**src/rtl/pipe_ctrl_if.sv**
```systemverilog
// Pipeline control bundle: stall requests and exception inputs in, stall/flush/redirect out.
// Optional perf-counter outputs exist only when PIPE_PERF_CNT_EN is defined.
interface pipe_ctrl_if;
  logic        stallreq_from_if;
  logic        stallreq_from_id;
  logic        stallreq_from_ex;
  logic        stallreq_from_mem;
  logic [31:0] excepttype_i;
  logic [31:0] cp0_epc_i;
  logic [5:0]  stall;
  logic        flush;
  logic [31:0] new_pc;
  logic        ctrl_busy;
  logic        wdog_timeout;
`ifdef PIPE_PERF_CNT_EN
  logic [31:0] perf_stall_cycles;
  logic [31:0] perf_flush_count;
`endif

`ifdef PIPE_PERF_CNT_EN
  modport master (
    input  stallreq_from_if, stallreq_from_id, stallreq_from_ex, stallreq_from_mem,
    input  excepttype_i, cp0_epc_i,
    output stall, flush, new_pc, ctrl_busy, wdog_timeout,
    output perf_stall_cycles, perf_flush_count
  );
  modport slave (
    output stallreq_from_if, stallreq_from_id, stallreq_from_ex, stallreq_from_mem,
    output excepttype_i, cp0_epc_i,
    input  stall, flush, new_pc, ctrl_busy, wdog_timeout,
    input  perf_stall_cycles, perf_flush_count
  );
`else
  modport master (
    input  stallreq_from_if, stallreq_from_id, stallreq_from_ex, stallreq_from_mem,
    input  excepttype_i, cp0_epc_i,
    output stall, flush, new_pc, ctrl_busy, wdog_timeout
  );
  modport slave (
    output stallreq_from_if, stallreq_from_id, stallreq_from_ex, stallreq_from_mem,
    output excepttype_i, cp0_epc_i,
    input  stall, flush, new_pc, ctrl_busy, wdog_timeout
  );
`endif
endinterface

```
**src/rtl/pipe_ctrl.sv**
```systemverilog
// Six-stage pipeline controller: stall merge (0-cycle), exception freeze->flush (flush 2 cycles after detect), stall watchdog.
// No backpressure of its own; PIPE_PERF_CNT_EN adds saturating stall/flush perf counters.
module pipe_ctrl #(
  parameter logic [31:0] EXC_VECTOR = 32'h0000_0040,
  parameter logic [31:0] ERET_TYPE  = 32'h0000_000e,
  parameter int          WDOG_LIMIT = 1024,
  parameter int          WDOG_W     = 11
) (
  input logic         clk,
  input logic         rst,
  pipe_ctrl_if.master bus
);

  typedef enum logic [1:0] {
    ST_IDLE   = 2'd0,
    ST_FREEZE = 2'd1,
    ST_FLUSH  = 2'd2
  } state_t;

  localparam logic [WDOG_W-1:0] LP_WDOG_LAST = WDOG_W'(WDOG_LIMIT - 1);

  state_t            r_state;
  state_t            w_state_nxt;
  logic              r_flush;
  logic [31:0]       r_new_pc;
  logic [WDOG_W-1:0] r_wdog_cnt;
  logic              r_wdog_to;
  logic [5:0]        w_stall;
  logic              w_exc;
  logic              w_enter_freeze;
  logic [31:0]       w_redirect;

  assign w_exc          = |bus.excepttype_i;
  assign w_enter_freeze = (r_state == ST_IDLE) && w_exc;
  assign w_redirect     = (bus.excepttype_i == ERET_TYPE) ? bus.cp0_epc_i : EXC_VECTOR;

  always_comb begin
    w_state_nxt = r_state;
    w_stall     = 6'b000000;
    case (r_state)
      ST_IDLE: begin
        if (w_exc) begin
          // Hold every stage so the faulting instruction cannot retire.
          w_state_nxt = ST_FREEZE;
          w_stall     = 6'b111111;
        end else if (bus.stallreq_from_mem) begin
          w_stall = 6'b011111;
        end else if (bus.stallreq_from_ex) begin
          w_stall = 6'b001111;
        end else if (bus.stallreq_from_id) begin
          w_stall = 6'b000111;
        end else if (bus.stallreq_from_if) begin
          w_stall = 6'b000011;
        end
      end
      ST_FREEZE: begin
        w_state_nxt = ST_FLUSH;
        w_stall     = 6'b111111;
      end
      ST_FLUSH: begin
        w_state_nxt = ST_IDLE;
      end
      default: begin
        w_state_nxt = ST_IDLE;
      end
    endcase
    if (rst) begin
      w_stall = 6'b000000;
    end
  end

  always_ff @(posedge clk) begin
    if (rst) begin
      r_state  <= ST_IDLE;
      r_flush  <= 1'b0;
      r_new_pc <= 32'h0;
    end else begin
      r_state <= w_state_nxt;
      r_flush <= (w_state_nxt == ST_FLUSH);
      if (w_enter_freeze) begin
        r_new_pc <= w_redirect;
      end
    end
  end

  // Counts only request-driven stalls in IDLE; exception freezes never trip it.
  always_ff @(posedge clk) begin
    if (rst) begin
      r_wdog_cnt <= '0;
      r_wdog_to  <= 1'b0;
    end else begin
      r_wdog_to <= 1'b0;
      if (w_enter_freeze || (w_stall == 6'b000000)) begin
        r_wdog_cnt <= '0;
      end else if (r_state == ST_IDLE) begin
        if (r_wdog_cnt == LP_WDOG_LAST) begin
          r_wdog_cnt <= '0;
          r_wdog_to  <= 1'b1;
        end else begin
          r_wdog_cnt <= r_wdog_cnt + WDOG_W'(1);
        end
      end
    end
  end

  assign bus.stall        = w_stall;
  assign bus.flush        = r_flush;
  assign bus.new_pc       = r_new_pc;
  assign bus.ctrl_busy    = (r_state != ST_IDLE);
  assign bus.wdog_timeout = r_wdog_to;

`ifdef PIPE_PERF_CNT_EN
  logic [31:0] r_perf_stall;
  logic [31:0] r_perf_flush;

  always_ff @(posedge clk) begin
    if (rst) begin
      r_perf_stall <= 32'h0;
      r_perf_flush <= 32'h0;
    end else begin
      if (w_stall[0] && (r_perf_stall != 32'hFFFF_FFFF)) begin
        r_perf_stall <= r_perf_stall + 32'd1;
      end
      if ((r_state == ST_FLUSH) && (r_perf_flush != 32'hFFFF_FFFF)) begin
        r_perf_flush <= r_perf_flush + 32'd1;
      end
    end
  end

  assign bus.perf_stall_cycles = r_perf_stall;
  assign bus.perf_flush_count  = r_perf_flush;
`endif

endmodule

```
**src/flat_wrapper.sv**
```systemverilog
// flat-port wrapper written by rule: the top's interface ports become plain ports
module pipe_ctrl_flat 
#(
  parameter logic [31:0] EXC_VECTOR = 32'h0000_0040,
  parameter logic [31:0] ERET_TYPE  = 32'h0000_000e,
  parameter int          WDOG_LIMIT = 1024,
  parameter int          WDOG_W     = 11
)
  (clk, rst, bus_stallreq_from_if, bus_stallreq_from_id, bus_stallreq_from_ex, bus_stallreq_from_mem, bus_excepttype_i, bus_cp0_epc_i, bus_stall, bus_flush, bus_new_pc, bus_ctrl_busy, bus_wdog_timeout);
  pipe_ctrl_if bus_i ();
  input logic clk;
  input logic rst;
  input wire logic [$bits(bus_i.stallreq_from_if)-1:0] bus_stallreq_from_if;
  input wire logic [$bits(bus_i.stallreq_from_id)-1:0] bus_stallreq_from_id;
  input wire logic [$bits(bus_i.stallreq_from_ex)-1:0] bus_stallreq_from_ex;
  input wire logic [$bits(bus_i.stallreq_from_mem)-1:0] bus_stallreq_from_mem;
  input wire logic [$bits(bus_i.excepttype_i)-1:0] bus_excepttype_i;
  input wire logic [$bits(bus_i.cp0_epc_i)-1:0] bus_cp0_epc_i;
  output wire logic [$bits(bus_i.stall)-1:0] bus_stall;
  output wire logic [$bits(bus_i.flush)-1:0] bus_flush;
  output wire logic [$bits(bus_i.new_pc)-1:0] bus_new_pc;
  output wire logic [$bits(bus_i.ctrl_busy)-1:0] bus_ctrl_busy;
  output wire logic [$bits(bus_i.wdog_timeout)-1:0] bus_wdog_timeout;
  assign bus_i.stallreq_from_if = bus_stallreq_from_if;
  assign bus_i.stallreq_from_id = bus_stallreq_from_id;
  assign bus_i.stallreq_from_ex = bus_stallreq_from_ex;
  assign bus_i.stallreq_from_mem = bus_stallreq_from_mem;
  assign bus_i.excepttype_i = bus_excepttype_i;
  assign bus_i.cp0_epc_i = bus_cp0_epc_i;
  assign bus_stall = bus_i.stall;
  assign bus_flush = bus_i.flush;
  assign bus_new_pc = bus_i.new_pc;
  assign bus_ctrl_busy = bus_i.ctrl_busy;
  assign bus_wdog_timeout = bus_i.wdog_timeout;
  pipe_ctrl #(.EXC_VECTOR(EXC_VECTOR), .ERET_TYPE(ERET_TYPE), .WDOG_LIMIT(WDOG_LIMIT), .WDOG_W(WDOG_W)) u_core (.clk(clk), .rst(rst), .bus(bus_i));
endmodule
```
**config.mk**
```make
export PLATFORM = sky130hd
export DESIGN_NAME = pipe_ctrl_flat
export DESIGN_NICKNAME = d
export VERILOG_FILES = /design/src/rtl/pipe_ctrl_if.sv /design/src/rtl/pipe_ctrl.sv /design/src/flat_wrapper.sv
export SDC_FILE = /design/constraint.sdc
export NUM_CORES = 1
export LEC_CHECK = 0
export BUFFER_PORTS_ARGS = -buffer_cell sky130_fd_sc_hd__buf_4
export CAP_MARGIN = 20
export CORE_ASPECT_RATIO = 0.75
export CORE_MARGIN = 2
export CORE_UTILIZATION = 39
export DETAILED_ROUTE_END_ITERATION = 10
export PLACE_DENSITY = 0.76
export SLEW_MARGIN = 30
export SYNTH_ARGS = -nofsm -noshare
export SYNTH_HDL_FRONTEND = slang
export SYNTH_SLANG_ARGS = --single-unit
```
**constraint.sdc**
```tcl
create_clock -name clk -period 2.15 [get_ports clk]
set_clock_uncertainty 0.15 [all_clocks]
set_input_delay 0.215 -clock clk [delete_from_list [all_inputs] [get_ports clk]]
set_output_delay 0.215 -clock clk [all_outputs]
set_load 0.02 [all_outputs]
```
== Yosys cells after proc, flatten, opt, wreduce, memory -nomap -nowiden ==
Index checks and enable logic that the tools add are counted.
Cells by class
  multiplexer cells: 12
  eq/ne operators: 4
  bitwise gates (word level): 1
  $add $sub $neg: 1
  reduce and logical (&&, ||, !) cells: 8
Operators by type and width (count)
  32-bit by 4-bit == test with 1-bit output (second input constant): 1
  32-bit 2-to-1 mux: 1
  32-bit OR reduction: 1
  6-bit 2-to-1 mux: 5
  6-bit one-hot mux with 2 select lines: 1
  11-bit by 1-bit adder with 11-bit output (second input constant): 1
  11-bit by 10-bit == test with 1-bit output (second input constant): 1
  11-bit 2-to-1 mux: 1
  6-bit logical NOT: 1
  2-bit 2-to-1 mux: 2
  2-bit one-hot mux with 2 select lines: 1
  3-bit OR reduction: 1
  2-bit by 1-bit == test with 1-bit output (second input constant): 1
  2-bit == test (second input constant): 1
  2-bit logical NOT: 1
  2-bit nonzero test: 1
  2-bit OR reduction: 1
  1-bit logical AND: 1
  1-bit logical OR: 1
  1-bit 2-to-1 mux: 1
  1-bit NOT: 1
Storage, ports and cells
  input bits: 70
  word-level logic and storage cells: 31
  register bits: 47
  output and inout port bits: 41

== Depth between registers and ports, before layout ==
Gate-level depths: netlist of run 1.
  depth in word-level cells: 10
  mapped depth: 6
  gate-level depth less buffers: 5

== Worst setup path before layout of run 1 ==
Ideal clock, no wire load.
  path kind: input-to-output
  start point: in bus_excepttype_i[1]
  end point: out bus_stall[1]
  data required time: 1.785 ns
  cell stages on the path: 6
  path slack: -0.077 ns
  arrival time: 1.862 ns
  path buffers: 2
  cell sequence: or3_4 -> or4b_4 -> o31ai_4 -> buf_6 -> inv_1 -> buf_4
Between the ends
  word-level cells in the longest chain between the ends: 4
Ends and longest elaborated chain
  from (decl): RTL line flat_wrapper.sv:17  | input wire logic [$bits(bus_i.excepttype_i)-1:0] bus_excepttype_i;
  32-bit OR reduction: RTL line pipe_ctrl.sv:33  | assign w_exc = |bus.excepttype_i;
  6-bit 2-to-1 mux: RTL line pipe_ctrl.sv:42  | if (w_exc) begin
  6-bit one-hot mux with 2 select lines: RTL line pipe_ctrl.sv:40  | case (r_state)
  6-bit 2-to-1 mux: RTL line pipe_ctrl.sv:67  | if (rst) begin
  to (decl): RTL line flat_wrapper.sv:19  | output wire logic [$bits(bus_i.stall)-1:0] bus_stall;
No other way between the ends.

== Worst setup path after layout of run 1 ==
  start point: reg u_core.r_state[0]
  end point: out bus_stall[0]
Between the ends
  word-level cells in the longest chain between the ends: 3
  elaborated cells between the ends (all ways): 4
  classes of those cells: eq/ne: 1; mux: 2; reduce/logical: 1
Ends and longest elaborated chain
  from (decl): RTL line pipe_ctrl.sv:22  | state_t r_state;
  from (signal assigned): RTL line pipe_ctrl.sv:78  | r_state <= w_state_nxt;
  2-bit by 1-bit == test with 1-bit output or 2-bit logical NOT (tied branches): RTL line pipe_ctrl.sv:40
  6-bit one-hot mux with 2 select lines (*): RTL line pipe_ctrl.sv:40
  6-bit 2-to-1 mux (*): RTL line pipe_ctrl.sv:67
Every way passes the cells marked *; elsewhere a longest branch is shown, timed or not.

==> reports/metrics.cfg, run 1 <==
[clocking]
clk_path_buf_depth = 2
cts_tree = built
cts.sinks = 46
cts_inserted_buffers = 5
htreeDepth = 2
clockRootBuffer = clkbuf_8
path_clk_slew_ns = 0.09
insertion_delay_ns = 0.30

[timing]
setup_viol = 0
hold_viol = 0
slew_viol_final = 0
tightest_slew_ns = 0.5575
fmax_mhz = 481.8
fin_crit_sh = 0.9654
slew_headroom = 0.6283
holdWs_ns = 0.07350
finalSetupTns_ns = 0
finalWorstSetupSlack_ns = 0.07444
period_needed_ns = 2.076
rsz0062_at_grt = no

[setup_path]
arrival_ns = 1.71
cp.required_ns = 1.78
crit_path_end_kind = output pin
path_cells = nor3_4, or4b_4, o31ai_4, inv_1, buf_4
startpoint_type = flop
max_stage_delay_ns = 0.50
crit_slowest_cell = or4b_4
worstSetupPathType = reg -> out
path_max_fanout = 2

[outcome]
outcome = finished clean

[flow_run]
maxCapViolations = 0

[power_and_ir_drop]
p_int_w = 0.001265
p_leak_nw = 1.415
power_frac_seq = 0.505
combPwrFrac = 0.180
power_per_cell_area_mw_per_mm2 = 526.2
ir_drop_uv = 303.0
clkPwrFrac = 0.314
switching_share = 0.2603
power.switching_w = 0.0004452

[layout]
final_cell_mix = 122 x buf_4, 45 x dfxtp_1, 32 x dlygate4sd3_1, 31 x a32o_1
mostFrequentLayoutCell = buf_4
drive_above_1_share = 0.4577
n_antenna_cell = 0
nNetsFinal = 389
area_growth_syn_to_layout_pct = 74.95
stdcell_count = 376
fin_area_mm2 = 0.003251

[routing]
wl_per_cell_um = 14.53
wirelength_um = 5464
vias = 1957
post-route-drc-count = 0
drt_iter0_markers = 84
viasPerCell = 5.205
drtAntennaViolNets = 0
dr.pass1.iters = 4

[yosys]
synth_warnings = 0
synth_cells = 168
synth_edf_count = 0
syn_area_per_cell_um2 = 11.06
synth_fp_nets = 239
synth_ff_type = dfxtp_1
synth.distinct_cells = 36
synthArstFlopShare = 0
seq_area_frac_synth = 0.4956
ys_seq_elements = 46
syn_area_mm2 = 0.001858

[die]
die_y_um = 63.78
io-pin-count = 111
coreArea_mm2 = 0.004519
dieArea_mm2 = 0.005338
rows = 21
die_w_um = 83.70
initial_core_util = 0.4111

[hold_path]
hold_class = in -> reg

[place]
io_buffers = 110
dp_hpwl_um = 3728
place.gp.congestion = 0.7822
dpl_cell_area_mm2 = 0.002803
pre_cts_ws_ns = 0.03543
placedCellCount = 333

[global_route]
track_usage = 0.2026
antenna_found_initial = 0
grt_pass1_wl_um = 8797
grt_pass1_vias = 1969
grt_max_degree = 32
overflow = 0

-- timing repair --
action	in CTS	in global routing
pin swaps	2	1
setup buffers	2	1
gates resized for setup	3	0
hold endpoints to repair	32	0
hold buffers	32	0
endpoints found under the setup margin	2	2
-- synthesized netlist by cell type (all sizes together), types with 3 or more instances --
cell type	n	area share
nor4	12	0.054
xor2	7	0.033
nand2	3	0.0061
clkbuf	4	0.0081
buf	9	0.029
nor2	7	0.014
inv	6	0.012
a21oi	4	0.011
a32o	31	0.17
nor3	10	0.030
nand4	6	0.027
dfxtp	46	0.50
nand3	3	0.0081
-- metrics by stage --
step                       power, W  utilization
after floorplan           0.0009868            -
after global placement     0.001136       0.6202
after detailed placement   0.001137       0.6202
after CTS                  0.001720       0.7176
after global routing       0.001785       0.7193
final                      0.001710       0.7193
-- registers in the layout, indices dropped and copies added, names as in the netlist --
| name | cells |
|---|---|
| u_core.bus.new_pc | 32 |
| u_core.r_state | 1 |
| u_core.r_wdog_cnt | 11 |
| u_core.bus.wdog_timeout | 1 |
| u_core.bus.flush | 1 |
-- layer usage --
layer	vias up	part of all wire	GRT usage	wire length, µm
li1	963	-	-	-
met1	894	0.41	0.2347	2261
met2	94	0.50	0.3650	2718
met3	6	0.077	0.05168	421
met4	0	0.012	0.07056	63
met5	-	0	0	0
-- layout make-up --
cell class,count,area (µm²)
Multi-Input combinational cell,103,865.8
Fill cell,345,1269
Tap cell,57,71.32
Timing Repair Buffer,156,1276
Inverter,6,22.52
Clock buffer,5,68.82
Clock inverter,3,23.77
Sequential cell,46,922.1
-- power groups by stage --
stage | combinational (W) | sequential, W | clock [W]
3_5_place_dp | 0.000254 | 0.000883 | 0
4_1_cts | 0.000307 | 0.000865 | 0.000549
6_report | 0.000308 | 0.000864 | 0.000538
5_1_grt | 0.000332 | 0.000866 | 0.000587
2_1_floorplan | 0.0000996 | 0.000887 | 0
3_3_place_gp | 0.000253 | 0.000883 | 0
-- kinds of logic after synthesis --
group	count (synthesis)	share of synthesized area
simple gates	51	0.1832
flops	46	0.4956
compound gates	42	0.2222
buf+inv	19	0.04915
xor+xnor	8	0.03771
mux	1	0.005387
fa+ha+maj	1	0.006733
-- critical path: cells and delay by family (launching register included) --
kind	cells	cell delay, ns
and+or+nand+nor	2	0.63
DFF	1	0.34
buffers and inverters	2	0.24
AOI/OAI and AO/OA	1	0.21
-- worst paths after layout --
| check | slack [ns] | start | depth (start not counted) | endpoint |
|---|---|---|---|---|
| min reg2reg | 0.31 | u_core.bus.new_pc[6] | 2 | u_core.bus.new_pc[6] |
| max | 0.07 | u_core.r_state[0] | 5 | bus_stall[0] |
| max reg2reg | 0.20 | u_core.r_state[0] | 7 | u_core.r_wdog_cnt[8] |
| min | 0.07 | bus_cp0_epc_i[6] | 3 | u_core.bus.new_pc[6] |
(Power assumes the default switching activity.)
==> run 2: changes to the inputs <==
==> constraint.sdc (replaced) <==
create_clock -name clk -period 2.15 [get_ports clk]
set_clock_uncertainty 0.15 [all_clocks]
set_input_delay 0.645 -clock clk [delete_from_list [all_inputs] [get_ports clk]]
set_output_delay 0.645 -clock clk [all_outputs]
set_load 0.02 [all_outputs]
==> reports/metrics.cfg, run 2 (synthesis gave the netlist of run 1 again) <==
[outcome]
outcome = finished, violations left
violations = setup timing

[global_route]
antenna_found_initial = 0
gr-usage-met3 = 0.05168
top_usage_layer = met2
grt_pass1_wl_um = 8480
grt_use_met2 = 0.3070
overflow = 0
use_met1 = 0.2698
track_usage = 0.1977
grt_max_degree = 32
grt_pass1_vias = 1784

[hold_path]
hold_class = reg -> reg
holdPathEnd = u_core.bus.new_pc[6]
hp-start = u_core.bus.new_pc[6]
hold_depth = 2

[clocking]
clockRootBuffer = clkbuf_8
insertion_delay_ns = 0.29
clk_path_buf_depth = 2
cts_tree = built
cts_inserted_buffers = 5
htreeDepth = 2
hold_buffers = 0
path_clk_slew_ns = 0.08
cts.sinks = 46

[layout]
seq_area_um2 = 920.9
fillers = 340
mostFrequentLayoutCell = buf_4
n_antenna_cell = 0
final_cell_mix = 116 x buf_4, 46 x dfxtp_1, 31 x a32o_1, 14 x buf_6, 8 x nor4_4
area_growth_syn_to_layout_pct = 75.42
drive_above_1_share = 0.5652
nNetsFinal = 369
largest_reg_flops = 32
multiInputGateArea_um2 = 996.0

[setup_path]
timing.rr.start = u_core.r_state[0]
rrSetupSlack_ns = 0.19
reg2reg_depth = 6
arrival_ns = 2.06
path_max_fanout = 2
crit_path_end_kind = output pin
worstSetupPathType = in -> out
startpoint_type = input pin
worstReg2RegEnd = u_core.r_wdog_cnt[5]
cp.required_ns = 1.35

[power_and_ir_drop]
total_power_w = 0.001854
ir_drop_uv = 360.6
power_per_cell_area_mw_per_mm2 = 568.9
p_leak_nw = 1.416

[routing]
post-route-drc-count = 0
vias = 1892
dr.pass1.iters = 4
viasPerCell = 5.315
drt_iter0_markers = 73
drtAntennaViolNets = 0
wl_per_cell_um = 15.30
wirelength_um = 5446

[die]
io-pin-count = 111
dieArea_mm2 = 0.005338
die_w_um = 83.70
die_y_um = 63.78
initial_core_util = 0.4111
coreArea_mm2 = 0.004519
rows = 21

[timing]
period_needed_ns = 2.859
hold_viol = 0
setup_viol = 31
rsz0062_at_grt = yes
slew_viol_final = 0
tightest_slew_ns = 0.5268
fin_crit_sh = 1.330
fmax_mhz = 349.7
holdWs_ns = 0.3365
finalWorstSetupSlack_ns = -0.7094
slew_headroom = 0.6475

[place]
pre_cts_ws_ns = -0.7882
io_buffers = 110
place.gp.congestion = 0.8178
dp_hpwl_um = 3643

[flow_run]
maxCapViolations = 0

run 2: what timing repair did:
action,4_1_cts,5_1_grt
gates resized for setup,21,18
pin swaps,8,22
gates cloned,2,1
buffers inserted,3,7
setup endpoints to repair,20,51
run 2: stage by stage:
| step | instances | util | setup TNS [ns] | instance area (µm²) |
|---|---|---|---|---|
| 6_report | 356 | 0.7212 | -4.349 | 3259 |
| 5_1_grt | 356 | 0.7212 | -5.421 | 3259 |
| 4_1_cts | 351 | 0.6930 | -6.115 | 3132 |
| 3_5_place_dp | 338 | 0.6285 | -18.07 | 2840 |
| 3_3_place_gp | 338 | 0.6285 | -17.42 | 2840 |
| 2_1_floorplan | 168 | - | -5.793 | 1866 |
run 2: worst max-delay path, stage by stage:
cell and delay [ns]:
buf_6 0.09, or3_4 0.38, or4b_4 0.50, o31ai_4 0.24
inv_2 0.08, buf_6 0.13
run 2: worst max path at each step:
stage	slack, ns	start	cells past startpoint	endpoint
floorplan	-0.94	bus_excepttype_i[1]	6	bus_stall[1]
global placement	-0.79	bus_excepttype_i[1]	6	bus_stall[1]
detailed placement	-0.79	bus_excepttype_i[1]	6	bus_stall[1]
CTS	-0.75	bus_excepttype_i[2]	6	bus_stall[1]
global route	-0.74	bus_excepttype_i[2]	6	bus_stall[1]
finish	-0.71	bus_excepttype_i[2]	6	bus_stall[1]
run 2: final cells by class:
cell class | instances | share of cell area
clock buffers | 5 | 0.02111
clock inverters | 3 | 0.01344
inverters | 6 | 0.006910
multi-input cells | 104 | 0.3056
flip-flops and latches | 46 | 0.2825
well taps | 57 | 0.02188
repair buffers | 135 | 0.3486
run 2: layer usage:
metal | wire [µm] | vias up | share of wire
li1 | - | 927 | -
met1 | 2499 | 883 | 0.46
met2 | 2489 | 80 | 0.46
met3 | 415 | 2 | 0.076
met4 | 41 | 0 | 0.0075
met5 | 0 | - | 0
run 2: power breakdown:
group          switching (W)  total, W  leakage [nW]  internal (W)
combinational       0.000156  0.000344         0.986      0.000188
sequential        0.00000564  0.000864         0.371      0.000858
clock               0.000298  0.000647        0.0585      0.000349
